==> config.mk <==
export PLATFORM = sky130hd
export DESIGN_NAME = execute_stage
export DESIGN_NICKNAME = d
export VERILOG_FILES = /design/src/rtl/execute_stage_pkg.sv /design/src/rtl/execute_stage_val2_generator.sv /design/src/rtl/execute_stage.sv
export SDC_FILE = /design/constraint.sdc
export NUM_CORES = 1
export LEC_CHECK = 0
export ABC_AREA = 1
export CORE_ASPECT_RATIO = 1.4
export CORE_MARGIN = 5
export CORE_UTILIZATION = 56
export DETAILED_ROUTE_END_ITERATION = 16
export DONT_BUFFER_PORTS = 1
export GPL_TIMING_DRIVEN = 0
export HOLD_SLACK_MARGIN = 0.03
export PLACE_DENSITY = 0.81
export SYNTH_ARGS = -nofsm -noshare
export SYNTH_HDL_FRONTEND = slang
export SYNTH_HIERARCHICAL = 1
export SYNTH_SLANG_ARGS = --single-unit
==> constraint.sdc <==
create_clock -name i_clk -period 5.84 [get_ports i_clk]
set_input_delay 1.168 -clock i_clk [delete_from_list [all_inputs] [get_ports i_clk]]
set_output_delay 1.168 -clock i_clk [all_outputs]
set_load 0.02 [all_outputs]
==> src/rtl/execute_stage_pkg.sv <==
// Shared encodings for the execute stage: ALU opcodes, shift types,
// forwarding selects and NZCV bit positions.
package execute_stage_pkg;

    localparam logic [3:0] CMD_MOV = 4'b0001;
    localparam logic [3:0] CMD_MVN = 4'b1001;
    localparam logic [3:0] CMD_ADD = 4'b0010;
    localparam logic [3:0] CMD_ADC = 4'b0011;
    localparam logic [3:0] CMD_SUB = 4'b0100;
    localparam logic [3:0] CMD_SBC = 4'b0101;
    localparam logic [3:0] CMD_AND = 4'b0110;
    localparam logic [3:0] CMD_ORR = 4'b0111;
    localparam logic [3:0] CMD_EOR = 4'b1000;

    localparam logic [1:0] SHIFT_LSL = 2'b00;
    localparam logic [1:0] SHIFT_LSR = 2'b01;
    localparam logic [1:0] SHIFT_ASR = 2'b10;
    localparam logic [1:0] SHIFT_ROR = 2'b11;

    localparam logic [1:0] FWD_REG = 2'b00;
    localparam logic [1:0] FWD_MEM = 2'b01;
    localparam logic [1:0] FWD_WB  = 2'b10;

    localparam int FLAG_N = 3;
    localparam int FLAG_Z = 2;
    localparam int FLAG_C = 1;
    localparam int FLAG_V = 0;

    // Select 11 is unused upstream and falls back to the register value.
    function automatic logic [31:0] forwardSelect(
        input logic [1:0]  sel,
        input logic [31:0] regValue,
        input logic [31:0] memValue,
        input logic [31:0] wbValue
    );
        case (sel)
            FWD_MEM: return memValue;
            FWD_WB:  return wbValue;
            default: return regValue;
        endcase
    endfunction

endpackage

==> src/rtl/execute_stage_val2_generator.sv <==
// Second-operand generator: memory offset, rotated immediate, or
// immediate-shifted register.
module val2_generator
    import execute_stage_pkg::*;
(
    input  logic        i_memRead,
    input  logic        i_memWrite,
    input  logic        i_imm,
    input  logic [11:0] i_shiftOperand,
    input  logic [31:0] i_rm,
    output logic [31:0] o_val2
);

    logic [4:0]  w_rotAmount;
    logic [4:0]  w_shiftAmount;
    logic [31:0] w_immByte;
    logic [63:0] w_immRotWide;
    logic [63:0] w_rmRotWide;
    logic [31:0] w_shifted;

    assign w_rotAmount   = {i_shiftOperand[11:8], 1'b0};
    assign w_shiftAmount = i_shiftOperand[11:7];
    assign w_immByte     = {24'd0, i_shiftOperand[7:0]};

    // Rotates are done by shifting a doubled copy; the low half is the result.
    assign w_immRotWide = {w_immByte, w_immByte} >> w_rotAmount;
    assign w_rmRotWide  = {i_rm, i_rm} >> w_shiftAmount;

    always_comb begin
        w_shifted = i_rm;
        case (i_shiftOperand[6:5])
            SHIFT_LSL: w_shifted = i_rm << w_shiftAmount;
            SHIFT_LSR: w_shifted = i_rm >> w_shiftAmount;
            SHIFT_ASR: w_shifted = $signed(i_rm) >>> w_shiftAmount;
            SHIFT_ROR: w_shifted = w_rmRotWide[31:0];
            default:   w_shifted = i_rm;
        endcase
    end

    always_comb begin
        o_val2 = i_rm;
        if (i_memRead || i_memWrite) begin
            o_val2 = {20'd0, i_shiftOperand};
        end else if (i_imm) begin
            o_val2 = w_immRotWide[31:0];
        end else if (!i_shiftOperand[4]) begin
            o_val2 = w_shifted;
        end
    end

endmodule

==> src/rtl/execute_stage.sv <==
// Execute stage: operand forwarding, val2 generation, ALU with NZCV flags,
// branch target, and the architectural status register.
module execute_stage
    import execute_stage_pkg::*;
(
    input  logic        i_clk,
    input  logic        i_rst,
    input  logic        i_hold,
    input  logic        i_s,
    input  logic        i_b,
    input  logic        i_memoryReadEnabled,
    input  logic        i_memoryWriteEnabled,
    input  logic [3:0]  i_executionCommand,
    input  logic [31:0] i_pc,
    input  logic [31:0] i_valRn,
    input  logic [31:0] i_valRm,
    input  logic        i_imm,
    input  logic [11:0] i_shiftOperand,
    input  logic [23:0] i_imm24,
    input  logic [3:0]  i_status,
    input  logic [1:0]  i_fwdSelRn,
    input  logic [1:0]  i_fwdSelRm,
    input  logic [31:0] i_memForwardValue,
    input  logic [31:0] i_wbForwardValue,
    output logic [31:0] o_aluResult,
    output logic [31:0] o_storeValue,
    output logic        o_branchTaken,
    output logic [31:0] o_branchAddress,
    output logic [3:0]  o_statusOut
);

    logic [3:0]  r_status;
    logic [31:0] w_rn;
    logic [31:0] w_rm;
    logic [31:0] w_val2;
    logic [31:0] w_op2;
    logic        w_carryIn;
    logic        w_isArith;
    logic [32:0] w_sum;
    logic [31:0] w_result;
    logic        w_flagC;
    logic        w_flagV;
    logic [3:0]  w_nzcv;
    logic        w_unusedStatus;

    assign w_unusedStatus = ^i_status[FLAG_N:FLAG_Z];

    assign w_rn = forwardSelect(i_fwdSelRn, i_valRn, i_memForwardValue, i_wbForwardValue);
    assign w_rm = forwardSelect(i_fwdSelRm, i_valRm, i_memForwardValue, i_wbForwardValue);

    val2_generator u_val2 (
        .i_memRead      (i_memoryReadEnabled),
        .i_memWrite     (i_memoryWriteEnabled),
        .i_imm          (i_imm),
        .i_shiftOperand (i_shiftOperand),
        .i_rm           (w_rm),
        .o_val2         (w_val2)
    );

    // Subtraction is A + ~B + carry so one adder yields both carry and not-borrow.
    always_comb begin
        w_isArith = 1'b0;
        w_op2     = w_val2;
        w_carryIn = 1'b0;
        w_result  = 32'd0;
        case (i_executionCommand)
            CMD_MOV: w_result = w_val2;
            CMD_MVN: w_result = ~w_val2;
            CMD_ADD: w_isArith = 1'b1;
            CMD_ADC: begin
                w_isArith = 1'b1;
                w_carryIn = i_status[FLAG_C];
            end
            CMD_SUB: begin
                w_isArith = 1'b1;
                w_op2     = ~w_val2;
                w_carryIn = 1'b1;
            end
            CMD_SBC: begin
                w_isArith = 1'b1;
                w_op2     = ~w_val2;
                w_carryIn = i_status[FLAG_C];
            end
            CMD_AND: w_result = w_rn & w_val2;
            CMD_ORR: w_result = w_rn | w_val2;
            CMD_EOR: w_result = w_rn ^ w_val2;
            default: w_result = 32'd0;
        endcase
        w_sum = {1'b0, w_rn} + {1'b0, w_op2} + {32'd0, w_carryIn};
        if (w_isArith) begin
            w_result = w_sum[31:0];
        end
    end

    assign w_flagC = w_isArith ? w_sum[32] : i_status[FLAG_C];
    assign w_flagV = w_isArith ? ((w_rn[31] == w_op2[31]) && (w_sum[31] != w_rn[31]))
                               : i_status[FLAG_V];
    assign w_nzcv  = {w_result[31], (w_result == 32'd0), w_flagC, w_flagV};

    always_ff @(posedge i_clk) begin
        if (i_rst) begin
            r_status <= 4'b0000;
        end else if (i_s && !i_hold) begin
            r_status <= w_nzcv;
        end
    end

    assign o_aluResult     = w_result;
    assign o_storeValue    = w_rm;
    assign o_branchTaken   = i_b;
    assign o_branchAddress = i_pc + {{6{i_imm24[23]}}, i_imm24, 2'b00};
    assign o_statusOut     = r_status;

endmodule

==> results of run 1 <==
==> stage by stage <==
stage          utilization  hold slack [ps]  TNS (ps)  worst slack, ps
2_1_floorplan            -            536.0    -55.45           -32.99
3_3_place_gp        0.6007            548.4    -56820            -1932
3_5_place_dp        0.6007            554.0    -59860            -2018
4_1_cts             0.6938            571.1    -18380           -783.2
==> cells by family after synthesis <==
kind of cell	count (synthesis)
buf+inv	400
fa+ha+maj	131
flops	4
simple gates	1511
compound gates	498
xor+xnor	64
==> repair_timing <==
item / in CTS
buffers inserted: 72
setup endpoints to repair: 36
resized for setup: 382
cloned: 4
pin swaps: 145
==> layer usage <==
metal	GRT overflow	global-route usage
met4	57	0.6603
met2	76	0.8827
met1	1	0.6369
met3	0	0.4412
met5	1	0.04174
==> results, run 1 <==
- The number of clock sinks seen by CTS is 4.
- The flip-flop cell with the highest count after synthesis is dfxtp_1.
- The net count after synthesis is ~3000.
- The most common cell in the synthesized netlist is nand2_1.
- Of the post-synthesis cell area, the dominant cell type holds 0.2186.
- The flow stopped in global routing (5_1_grt).
- The post-synthesis share of cell area spent on full adders, half adders and majority gates is 0.1231.
- The count of standard-cell rows is 67.
- The run stopped with a tool error.
- The first global-routing pass estimated ~140 mm of wire.
- The total grt overflow is 135.
- The initial utilization of the core area, before any placement, comes to 0.5648.
- The count of boundary I/O pins is 317.
- The average footprint of a synthesized cell is 5.174 um^2.
- CTS built an H-tree with a depth of 1.
- The die outline width is around 140 um.
- The via count of the first global-routing pass is 22430.
- The number of enable-type register cells in the synthesized netlist is 0.
- The fraction of registers with async set or reset after synthesis is 0.
- The portion of synthesized area spent on multiplexers is 0.
- Routability-driven placement finished with a final weighted congestion of 1.273.
- The deepest clock path buffer count is 2.
- In the synthesized netlist, the cells that appear most often are 786 x nand2_1, 426 x nand3_1, 247 x inv_1, 222 x a21oi_1, 204 x nor2_1.
- In this run the cell area of the synthesized design comes to 13490 um^2.
- Of the total synthesized cell area, the portion taken by XOR and XNOR cells is 0.04154.
- The placed instance area is 14350 um^2.
- The cell count after synthesis is ~2600.
- For this run, the number of Yosys warnings is 6.
- Entering global routing, the biggest net connects 11 pins.
- The number of different library cells used by synthesis comes to 54.
- The number of storage elements in the synthesis netlist is 4.
- Measured along the y axis, the die boundary spans 193.7 um.
- The overall track demand over capacity in global routing is 0.6539.
- The biggest area contributor in the post-synthesis netlist is nand2_1.
- The number of buffers inserted for hold repair after clock tree synthesis is 0.
- The final HPWL from detailed placement is 63.34 mm.
- For this run, the register share of the synthesized area comes to 0.005934.
- Buffers inserted during clock tree synthesis total 3.
- The dominant combinational cell family by area after synthesis is simple AND/OR/NAND/NOR gates.
- The total instance count after detailed placement is approximately 3000.
- The share of synthesized cell area in and, or, nand and nor gates is 0.4864.
- The tool reported: "[ERROR GRT-0116] Global routing finished with congestion. Check the congestion regions in the DRC Viewer".
- The library cell used as clock root buffer is clkbuf_16.
- The synthesized-area fraction occupied by ao, oa, aoi and oai cells is 0.2143.
- During placement, the flow inserted port buffers numbering 0.
- Sorting the synthesized cells by area gives the leading types as nand2_1 22%, nand3_1 16%, ha_1 12%.
==> run 2, diff against run 1 <==
--- a/config.mk
+++ b/config.mk
@@ -6,14 +6,12 @@
 export NUM_CORES = 1
 export LEC_CHECK = 0
 export ABC_AREA = 1
-export CORE_ASPECT_RATIO = 1.4
 export CORE_MARGIN = 5
-export CORE_UTILIZATION = 56
+export CORE_UTILIZATION = 40
 export DETAILED_ROUTE_END_ITERATION = 16
 export DONT_BUFFER_PORTS = 1
 export GPL_TIMING_DRIVEN = 0
-export HOLD_SLACK_MARGIN = 0.03
-export PLACE_DENSITY = 0.81
+export PLACE_DENSITY_LB_ADDON = 0.15
 export SYNTH_ARGS = -nofsm -noshare
 export SYNTH_HDL_FRONTEND = slang
 export SYNTH_HIERARCHICAL = 1
==> constraint.sdc (replaced) <==
create_clock -name i_clk -period 7.6 [get_ports i_clk]
set_input_delay 1.52 -clock i_clk [delete_from_list [all_inputs] [get_ports i_clk]]
set_output_delay 1.52 -clock i_clk [all_outputs]
set_load 0.02 [all_outputs]
==> run 2 against run 1 <==
  * The run now ends clean
  * Synthesized cell count is the same
  * Area after synthesis unchanged
==> results, run 2 <==
- Result of the run: complete, no violations (was aborted with a tool error).
- The via density per instance is between 6 and 7.
- The fraction of registers with async set or reset after synthesis is 0 (unchanged).
- The initial antenna violation count is 3.
- The number of buffers and inverters on the critical path is 5.
- The number of buffers inserted for hold repair after clock tree synthesis is 0 (unchanged).
- The cell with the most instances after synthesis is nand2_1 (unchanged).
- The most numerous cell type found on the critical path is nand2_1.
- Entering global routing, the biggest net connects 11 pins.
- Across the VDD grid, the largest voltage drop is 0.1201 mV.
- The number of remaining DRC errors is 0.
- The count of nets after finishing is around 3000.
- The overall track demand over capacity in global routing is 0.4092.
- The count of boundary I/O pins was 317 (unchanged).
- The die outline width came to 193.7 um (was 141.2 um).
- The die covers 37510 um^2.
- The net count after synthesis is 2955 (unchanged).
- The largest area contributor in the synthesized netlist is nand2_1 (unchanged).
- The register with the most flip-flops in the layout has 4 of them.
- Summed over all layers, the routed wires come to roughly 83 mm.
- In this run the static leakage power is between 0.007 and 0.008 uW.
- The share of Yosys cell area claimed by the top area cell type is 0.2186 (unchanged).
- The number of buffers added by the clock tree synthesis step is 3 (unchanged).
- The family of cells with the greatest summed delay on the critical path is simple AND/OR/NAND/NOR gates.
- The final HPWL from detailed placement is 67.66 mm (was 63.34 mm).
- Subtracting the final worst setup slack from the clock period gives between 7000 and 8000 ps.
- The number of storage elements in the synthesis netlist is 4 (unchanged).
- The timing-limited maximum frequency is 131.6 MHz.
- Counting the fill cells in the layout gives 3682.
- After clock tree synthesis, the clock-pin slew on the worst setup and hold paths is 30 ps.
- The library cell used as clock root buffer is clkbuf_16 (unchanged).
- The number of clock sinks seen by CTS is 4 (unchanged).
- The worst hold path passes through 2 cells.
- The final setup TNS is 0 ps.
- The worst slack after detailed placement is -1851 ps (was -2018 ps).
- For the worst-skew pair, the clock arrives at the later sink with an insertion delay of about 220 ps.
- The routability-driven placement congestion ratio is 1.094 (was 1.273).
- The total vias in the final route is just under 20000.
- TritonCTS built the clock tree.
- The routed wire length per instance is 26.83 um.
- The starting DRC count in detailed routing is 2426.
- The placed instance area is 14070 um^2 (was 14350 um^2).
- The slew at the pin with the worst max-slew slack is 963.7 ps.
- On the worst path, the slowest cell contributes a delay of roughly 500 ps.
- The area growth from synthesis to final layout is 19.62%.
- The worst-case setup margin in the final layout is around 3.5 ps.
- Most frequent cells after synthesis: 786 x nand2_1, 426 x nand3_1, 247 x inv_1, 222 x a21oi_1, 204 x nor2_1 (unchanged).
- The number of pins with negative max-slew slack in the final report was 0.
- The number of setup violations in the final report is 0.
- Global routing finished with a remaining overflow of 0.
- Setup repair after global routing could not meet its margin everywhere.
- The critical path in this run is classified as in -> out.
- The max-capacitance violation count is 0.
- The mapped cell area is 13490 um^2 (unchanged).
- The flip-flop cell with the highest count after synthesis is dfxtp_1 (unchanged).
- The average footprint of a synthesized cell was 5.174 um^2 (unchanged).
- The portion of the post-synthesis area used by sequential elements was 0.005934 (unchanged).
- The first global-routing pass estimated 118.7 mm of wire.
- Along the worst path, the maximum fanout reaches 10.
- The number of synthesis warnings is 6 (unchanged).
- The fraction of layout instances using a drive strength above 1 is 0.1826.
- Headroom to the max-slew limit came out at 0.3507.
- The maximum level of the CTS H-tree came to 1 (unchanged).
- The end of the worst hold path is o_statusOut[2]$_SDFFE_PP0P_.
- The worst setup path is launched from an input pin.
- The deepest clock path buffer count is 2 (unchanged).
- The worst register-to-register path has a depth of 2.
- The arrival time at the worst endpoint is 6080 ps.
- The count of antenna-violating nets left after detailed routing is 0.
- In the layout the commonest cells are 671 x nand2_1, 374 x nand3_1, 242 x inv_1.
- The total core area is 33450 um^2.
- The worst hold slack is 567.4 ps.
- The vertical extent of the die was 193.7 um (unchanged).
- The beginning of the worst hold path is o_statusOut[2]$_SDFFE_PP0P_.
- The total power is roughly 2000 uW.
- The worst hold path belongs to the class reg -> reg.
- The worst register-to-register path begins at o_statusOut[1]$_SDFFE_PP0P_.
- The slowest stage of the critical path is the a21oi_4 cell.
- The clock tree skew after final layout is 0 ps.
- The destination of the worst register-to-register timing path is o_statusOut[1]$_SDFFE_PP0P_.
- The number of hold violations in the final report is 0.
- The count of standard-cell rows came to 67 (unchanged).
- The first detailed-routing pass ran for 8 iterations.
- The quantity of I/O buffers inserted on ports is 0 (unchanged).
- The via count of the first global-routing pass is 18500.
- With fillers left out, the area of the finished cells amounts to 16140 um^2.
- The part of the cycle the worst path needs is 0.9995.
- Leading post-synthesis cells by cell area: nand2_1 22%, nand3_1 16%, ha_1 12% (unchanged).
- The worst setup path is captured at an output pin.
- The worst register-to-register path has a setup slack of 6810 ps.
- The number of distinct library cells after synthesis is 54 (unchanged).
- The effective utilization at floorplan is 0.4034 (was 0.5648).
- The cell count after synthesis is 2608 (unchanged).
- For this design the ratio of total power to cell area is 123.4 nW/um^2.
- The library cell used most frequently in the layout, excluding fill and tap cells, is nand2_1.
- The endpoint required time on the critical path is 6080 ps.
- The number of enable-type register cells in the synthesized netlist is 0 (unchanged).
-- run 2: worst max-delay path by stage --
stage,from,end,slack [ps],cells after the start
after global placement,i_fwdSelRm[0],o_aluResult[29],-1880,30
after floorplan,i_fwdSelRm[0],o_aluResult[20],310,31
after detailed placement,i_fwdSelRm[0],o_aluResult[29],-1850,32
after global routing,i_fwdSelRm[0],o_aluResult[31],-210,33
after CTS,i_fwdSelRm[0],o_aluResult[20],-3,29
final,i_fwdSelRm[0],o_aluResult[31],3,32
-- run 2: cell type report --
cell class,instances,area (um^2),area share
multi-input cells,2204,13270,0.8218
inverters,259,989.7,0.06131
plain buffers,140,844.6,0.05232
well taps,448,560.5,0.03473
repair buffers,40,316.6,0.01961
flip-flops and latches,4,80.08,0.004961
clock buffers,3,75.07,0.004651
diodes,4,10.01,0.0006201
-- run 2: per-layer routing --
layer,part of all wire,track usage,up-vias,wire length (um)
li1,-,-,8833,-
met1,0.35,0.4773,9109,29510
met2,0.44,0.6576,1335,36380
met3,0.10,0.07889,389,8720
met4,0.10,0.3210,2,8604
met5,0.00016,0,-,13
-- run 2: cell families after synthesis --
group	Yosys count	synth area share
DFF	4	0.005934
AOI/OAI and AO/OA	498	0.2143
xor gates and xnor gates	64	0.04154
buffers and inverters	400	0.1287
adders and majority gates	131	0.1231
and+or+nand+nor	1511	0.4864
-- run 2: what timing repair did --
| action | CTS | global route |
|---|---|---|
| pin swaps | 41 | 93 |
| resized for setup | 193 | 233 |
| setup buffers | 15 | 24 |
| setup endpoints to repair | 36 | 25 |
-- run 2: report_power, final --
| part | switching, uW | leakage, uW | internal [uW] | total (uW) |
|---|---|---|---|---|
| Combinational | 1350 | 0.00780 | 539 | 1890 |
| Clock | 14.2 | 0.0000370 | 67.2 | 81.3 |
| Sequential | 1.95 | 0.0000326 | 22.2 | 24.1 |
-- run 2: per-stage QoR --
| step | cells | util |
|---|---|---|
| 3_5_place_dp | 3057 | 0.4205 |
| 3_3_place_gp | 3056 | 0.4202 |
| 2_1_floorplan | 2608 | - |
| 4_1_cts | 3074 | 0.4496 |
| 5_1_grt | 3100 | 0.4824 |
| 6_report | 3102 | 0.4826 |
-- run 2: worst register-to-register path, stage by stage, from the launching register on --
cell and delay (ps):
dfxtp_1 460, nand2_1 90, a21oi_1 170
Power figures use the tool's default switching activity.
